`config.mk`:
```
export PLATFORM = sky130hd
export DESIGN_NAME = expr_scheduler
export DESIGN_NICKNAME = d
export VERILOG_FILES = /design/src/rtl/expr_sched_pkg.sv /design/src/rtl/shared_alu.sv /design/src/rtl/expr_scheduler.sv
export SDC_FILE = /design/constraint.sdc
export NUM_CORES = 1
export LEC_CHECK = 0
export ABC_AREA = 1
export BUFFER_PORTS_ARGS = -buffer_cell sky130_fd_sc_hd__buf_2
export CORE_AREA = 2 2 143 145
export CTS_BUF_LIST = sky130_fd_sc_hd__clkbuf_4 sky130_fd_sc_hd__clkbuf_8 sky130_fd_sc_hd__clkbuf_16
export DETAILED_ROUTE_END_ITERATION = 10
export DIE_AREA = 0 0 145 147
export PLACE_DENSITY = 0.68
export SLEW_MARGIN = 25
export SYNTH_ARGS = -nofsm -noshare
export SYNTH_HDL_FRONTEND = slang
export SYNTH_HIERARCHICAL = 1
export SYNTH_SLANG_ARGS = --single-unit
```
`constraint.sdc`:
```
create_clock -name clk -period 12.1 [get_ports clk]
set_input_delay 1.21 -clock clk [delete_from_list [all_inputs] [get_ports clk]]
set_output_delay 1.21 -clock clk [all_outputs]
set_load 0.01 [all_outputs]
```
`src/rtl/expr_sched_pkg.sv`:
```
// Shared types for the time-multiplexed expression scheduler:
// FSM states, ALU opcodes and ALU operand-source selectors.
package expr_sched_pkg;

  typedef enum logic [3:0] {
    IDLE,
    OP0,
    OP1,
    OP2,
    OP3,
    OP4,
    OP5,
    OP6,
    OP7,
    DONE
  } state_t;

  typedef enum logic [1:0] {
    ADD,
    SUB,
    MUL,
    MOD
  } alu_op_t;

  typedef enum logic [2:0] {
    A,
    B,
    C,
    D,
    T,
    S2,
    S4,
    S5
  } alu_sel_t;

endpackage

```
`src/rtl/shared_alu.sv`:
```
// Single combinational ALU shared by every step of the schedule.
// All results are truncated to BW bits; x % 0 yields x.
module shared_alu
  import expr_sched_pkg::*;
#(
  parameter int BW = 8
) (
  input  logic [1:0]    op,
  input  logic [BW-1:0] x,
  input  logic [BW-1:0] y,
  output logic [BW-1:0] r
);

  logic [2*BW-1:0] w_prod;

  assign w_prod = {{BW{1'b0}}, x} * {{BW{1'b0}}, y};

  always_comb begin
    r = '0;
    case (alu_op_t'(op))
      ADD: r = x + y;
      SUB: r = x - y;
      MUL: r = w_prod[BW-1:0];
      // guard keeps the divide-by-zero case fully defined
      MOD: r = (y == '0) ? x : (x % y);
      default: r = '0;
    endcase
  end

endmodule

```
`src/rtl/expr_scheduler.sv`:
```
// Evaluates s1..s6 over eight ALU steps on one operand set at a time,
// with valid/ready handshakes on the operand and result sides.
module expr_scheduler
  import expr_sched_pkg::*;
#(
  parameter int BW = 8
) (
  input  logic          clk,
  input  logic          rst_n,
  input  logic          in_valid,
  output logic          in_ready,
  input  logic [BW-1:0] a,
  input  logic [BW-1:0] b,
  input  logic [BW-1:0] c,
  input  logic [BW-1:0] d,
  output logic          out_valid,
  input  logic          out_ready,
  output logic [BW-1:0] s1,
  output logic [BW-1:0] s2,
  output logic [BW-1:0] s3,
  output logic [BW-1:0] s4,
  output logic [BW-1:0] s5,
  output logic [BW-1:0] s6,
  output logic          busy
);

  state_t        r_state;
  state_t        w_state_next;
  alu_op_t       w_op;
  alu_sel_t      w_xsel;
  alu_sel_t      w_ysel;
  logic [BW-1:0] w_x;
  logic [BW-1:0] w_y;
  logic [BW-1:0] w_alu_r;

  logic [BW-1:0] r_a, r_b, r_c, r_d, r_t;
  logic [BW-1:0] r_s1, r_s2, r_s3, r_s4, r_s5, r_s6;

  always_ff @(posedge clk or negedge rst_n) begin
    if (!rst_n) begin
      r_state <= IDLE;
    end else begin
      r_state <= w_state_next;
    end
  end

  always_comb begin
    w_state_next = r_state;
    w_op         = ADD;
    w_xsel       = A;
    w_ysel       = B;
    case (r_state)
      IDLE: if (in_valid) w_state_next = OP0;
      OP0: begin w_op = ADD; w_xsel = A;  w_ysel = B;  w_state_next = OP1;  end
      OP1: begin w_op = MUL; w_xsel = A;  w_ysel = B;  w_state_next = OP2;  end
      OP2: begin w_op = MOD; w_xsel = A;  w_ysel = B;  w_state_next = OP3;  end
      OP3: begin w_op = ADD; w_xsel = T;  w_ysel = D;  w_state_next = OP4;  end
      OP4: begin w_op = ADD; w_xsel = C;  w_ysel = D;  w_state_next = OP5;  end
      OP5: begin w_op = ADD; w_xsel = T;  w_ysel = S2; w_state_next = OP6;  end
      OP6: begin w_op = SUB; w_xsel = A;  w_ysel = B;  w_state_next = OP7;  end
      OP7: begin w_op = ADD; w_xsel = S4; w_ysel = S5; w_state_next = DONE; end
      DONE: if (out_ready) w_state_next = IDLE;
      default: w_state_next = IDLE;
    endcase
  end

  always_comb begin
    w_x = '0;
    case (w_xsel)
      A:  w_x = r_a;
      B:  w_x = r_b;
      C:  w_x = r_c;
      D:  w_x = r_d;
      T:  w_x = r_t;
      S2: w_x = r_s2;
      S4: w_x = r_s4;
      S5: w_x = r_s5;
      default: w_x = '0;
    endcase
  end

  always_comb begin
    w_y = '0;
    case (w_ysel)
      A:  w_y = r_a;
      B:  w_y = r_b;
      C:  w_y = r_c;
      D:  w_y = r_d;
      T:  w_y = r_t;
      S2: w_y = r_s2;
      S4: w_y = r_s4;
      S5: w_y = r_s5;
      default: w_y = '0;
    endcase
  end

  shared_alu #(.BW(BW)) u_alu (
    .op (w_op),
    .x  (w_x),
    .y  (w_y),
    .r  (w_alu_r)
  );

  // Each OP state commits the ALU result to exactly one destination register.
  always_ff @(posedge clk or negedge rst_n) begin
    if (!rst_n) begin
      r_a  <= '0; r_b  <= '0; r_c  <= '0; r_d  <= '0; r_t  <= '0;
      r_s1 <= '0; r_s2 <= '0; r_s3 <= '0;
      r_s4 <= '0; r_s5 <= '0; r_s6 <= '0;
    end else begin
      if (r_state == IDLE && in_valid) begin
        r_a <= a;
        r_b <= b;
        r_c <= c;
        r_d <= d;
      end
      case (r_state)
        OP0: r_s1 <= w_alu_r;
        OP1: r_s2 <= w_alu_r;
        OP2: r_t  <= w_alu_r;
        OP3: r_s3 <= w_alu_r;
        OP4: r_t  <= w_alu_r;
        OP5: r_s4 <= w_alu_r;
        OP6: r_s5 <= w_alu_r;
        OP7: r_s6 <= w_alu_r;
        default: ;
      endcase
    end
  end

  // in_ready is gated by rst_n so it reads 0 while reset is held.
  assign in_ready  = rst_n & (r_state == IDLE);
  assign out_valid = (r_state == DONE);
  assign busy      = (r_state != IDLE);

  assign s1 = r_s1;
  assign s2 = r_s2;
  assign s3 = r_s3;
  assign s4 = r_s4;
  assign s5 = r_s5;
  assign s6 = r_s6;

endmodule

```
Yosys cells after proc, flatten, opt, wreduce, memory -nomap -nowiden
Index checks and enable logic that the tools add are counted.

Register bits after elaboration: 92. Output and inout bits: 51.

Mux-type cells: 10. Bitwise operators: 1. Equal/unequal tests: 28. Reduce and logical (&&, ||, !) cells: 11. $mul: 1. Div/mod/pow operators: 1. Add/sub/neg operators: 2.

Operators with widths (number): $pmux 8 s8 (2); $pmux 4 s10 (1); $pmux 8 s4 (1); $eq 3x3->1 const B (8); $pmux 3 s3 (2); $eq 4x3->1 const B (4); $eq 3x2->1 const B (4); $add 8x8->8 (1); $eq 4x2->1 const B (2); $eq 4x4->1 const B (2); $logic_not 8->1 (1); $mod 8x8->8 (1); $mul 8x8->8 (1); $mux 4 (2); $mux 8 (1); $sub 8x8->8 (1); $eq 3x1->1 const B (2); $logic_not 3->1 (2); $pmux 2 s3 (1); $reduce_or 2->1 (3); $eq 2x2->1 const B (2); $eq 4x1->1 const B (1); $logic_not 4->1 (1); $reduce_bool 4->1 (1); other kinds (7) (7).

Depth between registers and ports, before layout
Depth after elaboration: 8. Depth in mapped cells: 78.

Hierarchy
Netlist, hierarchy kept.

Modules (own cells, without submodules): expr_scheduler (sequential area each 2302.2 um^2, cells each 502, area each 4078.9 um^2, instances 1); shared_alu (sequential area each 0.0 um^2, cells each 580, area each 3669.8 um^2, instances 1).

Worst setup path after synthesis
Ideal clock, no wire load.

Path type: reg-to-reg. Start point: register r_state[3]. End point: register r_s6[0] (netlist: s6[0]). Setup time: 0.131 ns. Required time: 11.969 ns. Data arrival time: 9.565 ns. Stages on the path, launching flop included: 71. Buffers on the path: 0. Period minus slack after synthesis: 9.696 ns. Setup slack: 2.404 ns. Path through: dfrtp_1 -> inv_2 -> nor2_8 -> nand2_2 -> nand2_1 -> inv_2 -> nand2_1 -> nand2_1 -> inv_1 -> ha_1 -> o21ai_0 -> inv_1 -> nand3_2 -> nand2_1 -> ha_1 -> o21ai_0 -> nand2_1 -> nand2_2 -> [... 35 more ...] -> nor2_1 -> nand3_1 -> or2_1 -> nand3_2 -> inv_2 -> or2_1 -> nand2_1 -> ha_1 -> nand2_1 -> nand2_1 -> a31oi_1 -> o2111ai_1 -> nand2_1 -> inv_2 -> o211ai_1 -> o211ai_1 -> inv_1 -> o21ai_0.

Longest elaborated chain between the ends: 8. Elaborated cells between the ends (all ways): 41. Classes of those cells: add/sub: 2; mul: 1; div: 1; eq/ne: 24; mux: 7; reduce/logical: 6.

RTL lines: start, declared (line expr_scheduler.sv:27) `state_t r_state;`; start signal, assigned (line expr_scheduler.sv:43) `r_state <= w_state_next;`; $eq 4x3->1 (line expr_scheduler.sv:52) `case (r_state)`; $reduce_or 2->1 (no source line); $pmux 3 s3 (*) (line expr_scheduler.sv:52); $eq 3x3->1 (tied with other cells) (line expr_scheduler.sv:84) `case (w_ysel)`; $pmux 8 s8 (*) (line expr_scheduler.sv:84); net w_y[0] (line expr_scheduler.sv:33) `logic [BW-1:0] w_y;`; $mod 8x8->8 or $logic_not 8->1 (tied branches) (line shared_alu.sv:25) `MOD: r = (y == '0) ? x : (x % y);`; $mux 8 (line shared_alu.sv:25); $pmux 8 s4 (*) (line shared_alu.sv:20) `case (alu_op_t'(op))`; net w_alu_r[0] (line expr_scheduler.sv:34) `logic [BW-1:0] w_alu_r;`; end signal, assigned (line expr_scheduler.sv:125) `OP7: r_s6 <= w_alu_r;`; end, declared (line expr_scheduler.sv:37) `logic [BW-1:0] r_s1, r_s2, r_s3, r_s4, r_s5, r_s6;`.

Mark *: on every way through the listed nets, which the timed path passes. The rest lies on a longest branch. A chain may end at the register's enable or synchronous reset.

Worst setup path after layout
Start point: register r_state[3]. End point: register r_s1[0] (netlist: s1[0]).

Longest elaborated chain between the ends: 8. Elaborated cells between the ends (all ways): 42. Classes of those cells: add/sub: 2; mul: 1; div: 1; eq/ne: 25; mux: 7; reduce/logical: 6.

RTL lines: $eq 4x3->1 (line expr_scheduler.sv:52); $reduce_or 2->1 (no source line); $pmux 3 s3 (*) (line expr_scheduler.sv:52); $eq 3x3->1 (tied with other cells) (line expr_scheduler.sv:84); $pmux 8 s8 (*) (line expr_scheduler.sv:84); net w_y[0] (line expr_scheduler.sv:33); $mod 8x8->8 or $logic_not 8->1 (tied branches) (line shared_alu.sv:25); $mux 8 (line shared_alu.sv:25); $pmux 8 s4 (*) (line shared_alu.sv:20); net w_alu_r[0] (line expr_scheduler.sv:34); end signal, assigned (line expr_scheduler.sv:118) `OP0: r_s1 <= w_alu_r;`; end, declared (line expr_scheduler.sv:37).

Marks and branches as above.

==> results by stage <==
Critical path:
- The most used cell along the critical path is nand2_1.
- The critical setup path kind is flip-flop to flip-flop.
- The largest single stage delay on the critical path is 0.48 ns.
- The family of cells with the greatest summed delay on the critical path is simple AND/OR/NAND/NOR gates.
- The worst setup path is captured at a flip-flop.
- For the worst setup path, the data arrival time is 11.19 ns.
- The worst setup path is launched from a flip-flop.
- The data required time at the worst endpoint is 12.30 ns.
- The highest-delay cell along the critical path is dfrtp_1.
- The number of buffers and inverters on the critical path is 11.
- Along the worst path, the maximum fanout reaches 18.

GRT:
- The first global-routing pass estimated 34100 um of wire.
- The via count of the first global-routing pass is 6912.
- The number of antenna violations at the first check in global routing is 0.
- The global-route usage over all layers is 0.194.
- The pin count of the biggest net entering global routing is 62.
- The total overflow reported by the global router is 0.

Synth:
- The synthesized area per cell is about 7 sq um.
- Summing every instance area after synthesis gives 7750 sq um.
- Synthesis produced a netlist whose cell count is 1082.
- Of the post-synthesis cell area, the dominant cell type holds 0.297.
- Yosys attributes the largest share of cell area to dfrtp_1 (30%), nand2_1 (16%), ha_1 (10%).
- By count the netlist is led by nand2_1 (325), inv_1 (138), o21ai_0 (99).
- The number of enable flip-flop cells after synthesis is 0.
- The net count of the mapped netlist is 1196.
- Among all flip-flop cells after synthesis, the most frequent one is dfrtp_1.
- The library cell with the highest instance count after synthesis is nand2_1.
- The count of different cell masters after synthesis is 48.
- For this run, asynchronously set or reset flops after synthesis account for 1.00.
- The sequential area share after synthesis is 0.297.
- During synthesis, Yosys emitted a total of 6 warnings.
- The largest total area in the synthesized netlist belongs to dfrtp_1.
- In this run, synthesis produced a sequential element count of 92.

CTS:
- The CTS tree is built.
- The clock-pin slew on the worst setup and hold paths is 0.07 ns.
- The deepest level of the CTS H-tree is 3.
- The clock root buffer master is clkbuf_16.
- The clock latency on the worst-skew pair is roughly 0.34 ns.
- Counting along the longest clock path gives a buffer depth of 2.
- Clock tree synthesis found a total of 92 sinks.
- In this run, CTS created clock tree buffers numbering 9.

Finish:
- Compared with the post-synthesis result, the final layout area differs by 13.0%.
- The multi-input combinational cells in the finished layout cover a total of around 4700 sq um.
- After filler insertion, the fill cell instance count of the layout stands at 2019.
- In the final design database the tool counted ~1300 nets.
- The area used by sequential logic in the layout is 2310 sq um.
- The number of antenna diodes in the final layout is 0.
- The fraction of layout instances using a drive strength above 1 is 0.155.

Routing:
- The number of vias in the routed layout is about 7100.
- In this run the remaining antenna-violating nets after routing total 0.
- The violation count after the first detailed-route iteration is 371.
- In the routed layout, each cell is associated on average with a via count of around 5.0.
- Dividing the detail-routed wire length by the instance count gives 14.3 um.
- The wire length reported by the detailed router is ~20000 um.
- The first TritonRoute pass finished after 5 iterations.
- The number of remaining DRC errors is 0.

Timing:
- The pin slew with the least headroom to its limit is between 0.7 and 0.8 ns.
- The number of slew-limit violations in the final report is 0.
- The final hold violation count is 0.
- The setup TNS is 0 ns.
- Between clock sinks in the finished design, the worst skew comes to 0.00973 ns.
- The relative slew slack is 0.486.
- The number of failing setup endpoints in the final timing report is 0.
- Of the available clock period, the critical path in the final layout requires 0.908.
- Setup repair after global routing left no endpoint under its margin.
- The time the final worst path needs with I/O delays and setup is between 10 and 15 ns.
- Timing would allow up to 91.0 MHz.

Status:
- The flow ran to the end, and the final reports show no timing, DRC or antenna violations.

Floorplan:
- The floorplan step set the die width to between 100 and 150 um.
- The initial standard-cell utilization of the core is 0.390.
- The die covers 21300 sq um.
- For this design the top-level I/O count stands at 87.
- The total core area is 19800 sq um.
- Measured along the y axis, the die boundary spans 147 um.
- The total number of placement rows is between 50 and 60.

Place:
- Detailed placement finished with a half-perimeter wire length of between 15000 and 20000 um.
- At the end of routability-driven placement, the weighted congestion stood at slightly below 0.9.
- During placement, the flow inserted port buffers numbering 86.

Job:
- The tool flagged a number of max-cap violations equal to 0.

Hold path:
- The min-delay analysis places its worst path in the category flip-flop to flip-flop.
-- cell usage in the layout, fill, tap and decap left out, types with 4 or more instances in the layout --
| master | n |
|---|---|
| nor2_4 | 4 |
| buf_4 | 10 |
| a21oi_1 | 31 |
| nand4_1 | 21 |
| nand3_2 | 13 |
| o21ai_0 | 97 |
| fa_1 | 14 |
| nand2_1 | 324 |
| dfrtp_1 | 91 |
| nand2_2 | 9 |
| nor2_2 | 4 |
| inv_1 | 136 |
| nand3b_1 | 6 |
| o211ai_1 | 5 |
| nand3_1 | 54 |
| clkbuf_16 | 9 |
| xnor2_1 | 16 |
| o21bai_1 | 4 |
| and2_1 | 4 |
| o21ai_2 | 5 |
| nor2_1 | 62 |
| o21ai_1 | 8 |
| xor2_1 | 25 |
| inv_2 | 9 |
| or2_2 | 5 |
| ha_1 | 64 |
| buf_2 | 85 |
-- registers in the layout (all words and copies together) (netlist names) --
name and cells:
r_state 4, r_t 8, s3 8, r_b 8, r_d 8, r_a 8, s6 8, s2 8
r_c 8, s1 8, s4 8, s5 8
-- what timing repair did --
item | 4_1_cts | 5_1_grt
buffers inserted | 0 | 3
setup endpoints to repair | 0 | 56
hold buffers | 0 | 0
resized for setup | 0 | 18
-- per-stage QoR --
step	cells	util	hold WS (ns)	setup WS (ns)	area, sq um
after global routing	1427	0.441	0.508	0.0469	8750
after CTS	1424	0.437	0.488	0.244	8680
after floorplan	1082	-	0.465	2.40	7750
final	1427	0.441	0.485	1.11	8750
after global placement	1408	0.422	0.463	0.600	8370
after detailed placement	1408	0.422	0.471	0.327	8370
-- path summary, 6_finish.rpt --
path | from | end | slack [ns] | cells after the start
worst max-delay path | r_state[3]$_DFFE_PN0P_ | s1[0]$_DFFE_PN0P_ | 1.11 | 70
worst max register to register | r_state[3]$_DFFE_PN0P_ | s1[0]$_DFFE_PN0P_ | 1.11 | 70
max in group asynchronous | rst_n | r_state[2]$_DFFE_PN0P_ | 10.11 | 2
min in group asynchronous | rst_n | s1[4]$_DFFE_PN0P_ | 0.79 | 1
worst min-delay path | s3[5]$_DFFE_PN0P_ | s3[5]$_DFFE_PN0P_ | 0.49 | 2
worst min register to register | s3[5]$_DFFE_PN0P_ | s3[5]$_DFFE_PN0P_ | 0.49 | 2
-- worst min-delay path, stage by stage (launching register included) --
cell and delay (ns):
dfrtp_1 0.34, nand2_1 0.05, o21ai_0 0.06
-- cells by family (layout without fill, tap and decap cells) --
family,Yosys count,in the layout,share of synthesized area
XOR/XNOR,41,41,0.0463
flip-flops,92,92,0.297
AND/OR/NAND/NOR,522,522,0.301
buffers and inverters,186,261,0.0985
AO/OA/AOI/OAI,163,163,0.117
adder cells (fa/ha/maj),78,78,0.140
-- metal layers --
layer  wire length [um]  track usage  vias to the layer above  share of wire
met3                834       0.0276                       26          0.041
met4                359       0.0535                        0          0.018
met5                  0            0                        -              0
li1                   -            -                     3610              -
met1               9610        0.266                     3264           0.47
met2               9560        0.322                      178           0.47
-- layout make-up --
| cell class | count | area share |
|---|---|---|
| Clock buffer | 11 | 0.0289 |
| Clock inverter | 5 | 0.00658 |
| Inverter | 150 | 0.0662 |
| Multi-Input combinational cell | 804 | 0.539 |
| Sequential cell | 92 | 0.263 |
| Tap cell | 270 | 0.0386 |
| Timing Repair Buffer | 95 | 0.0572 |
Power is not shown: default switching activity piles up to over one toggle a cycle in this logic, so the estimate is an artifact.
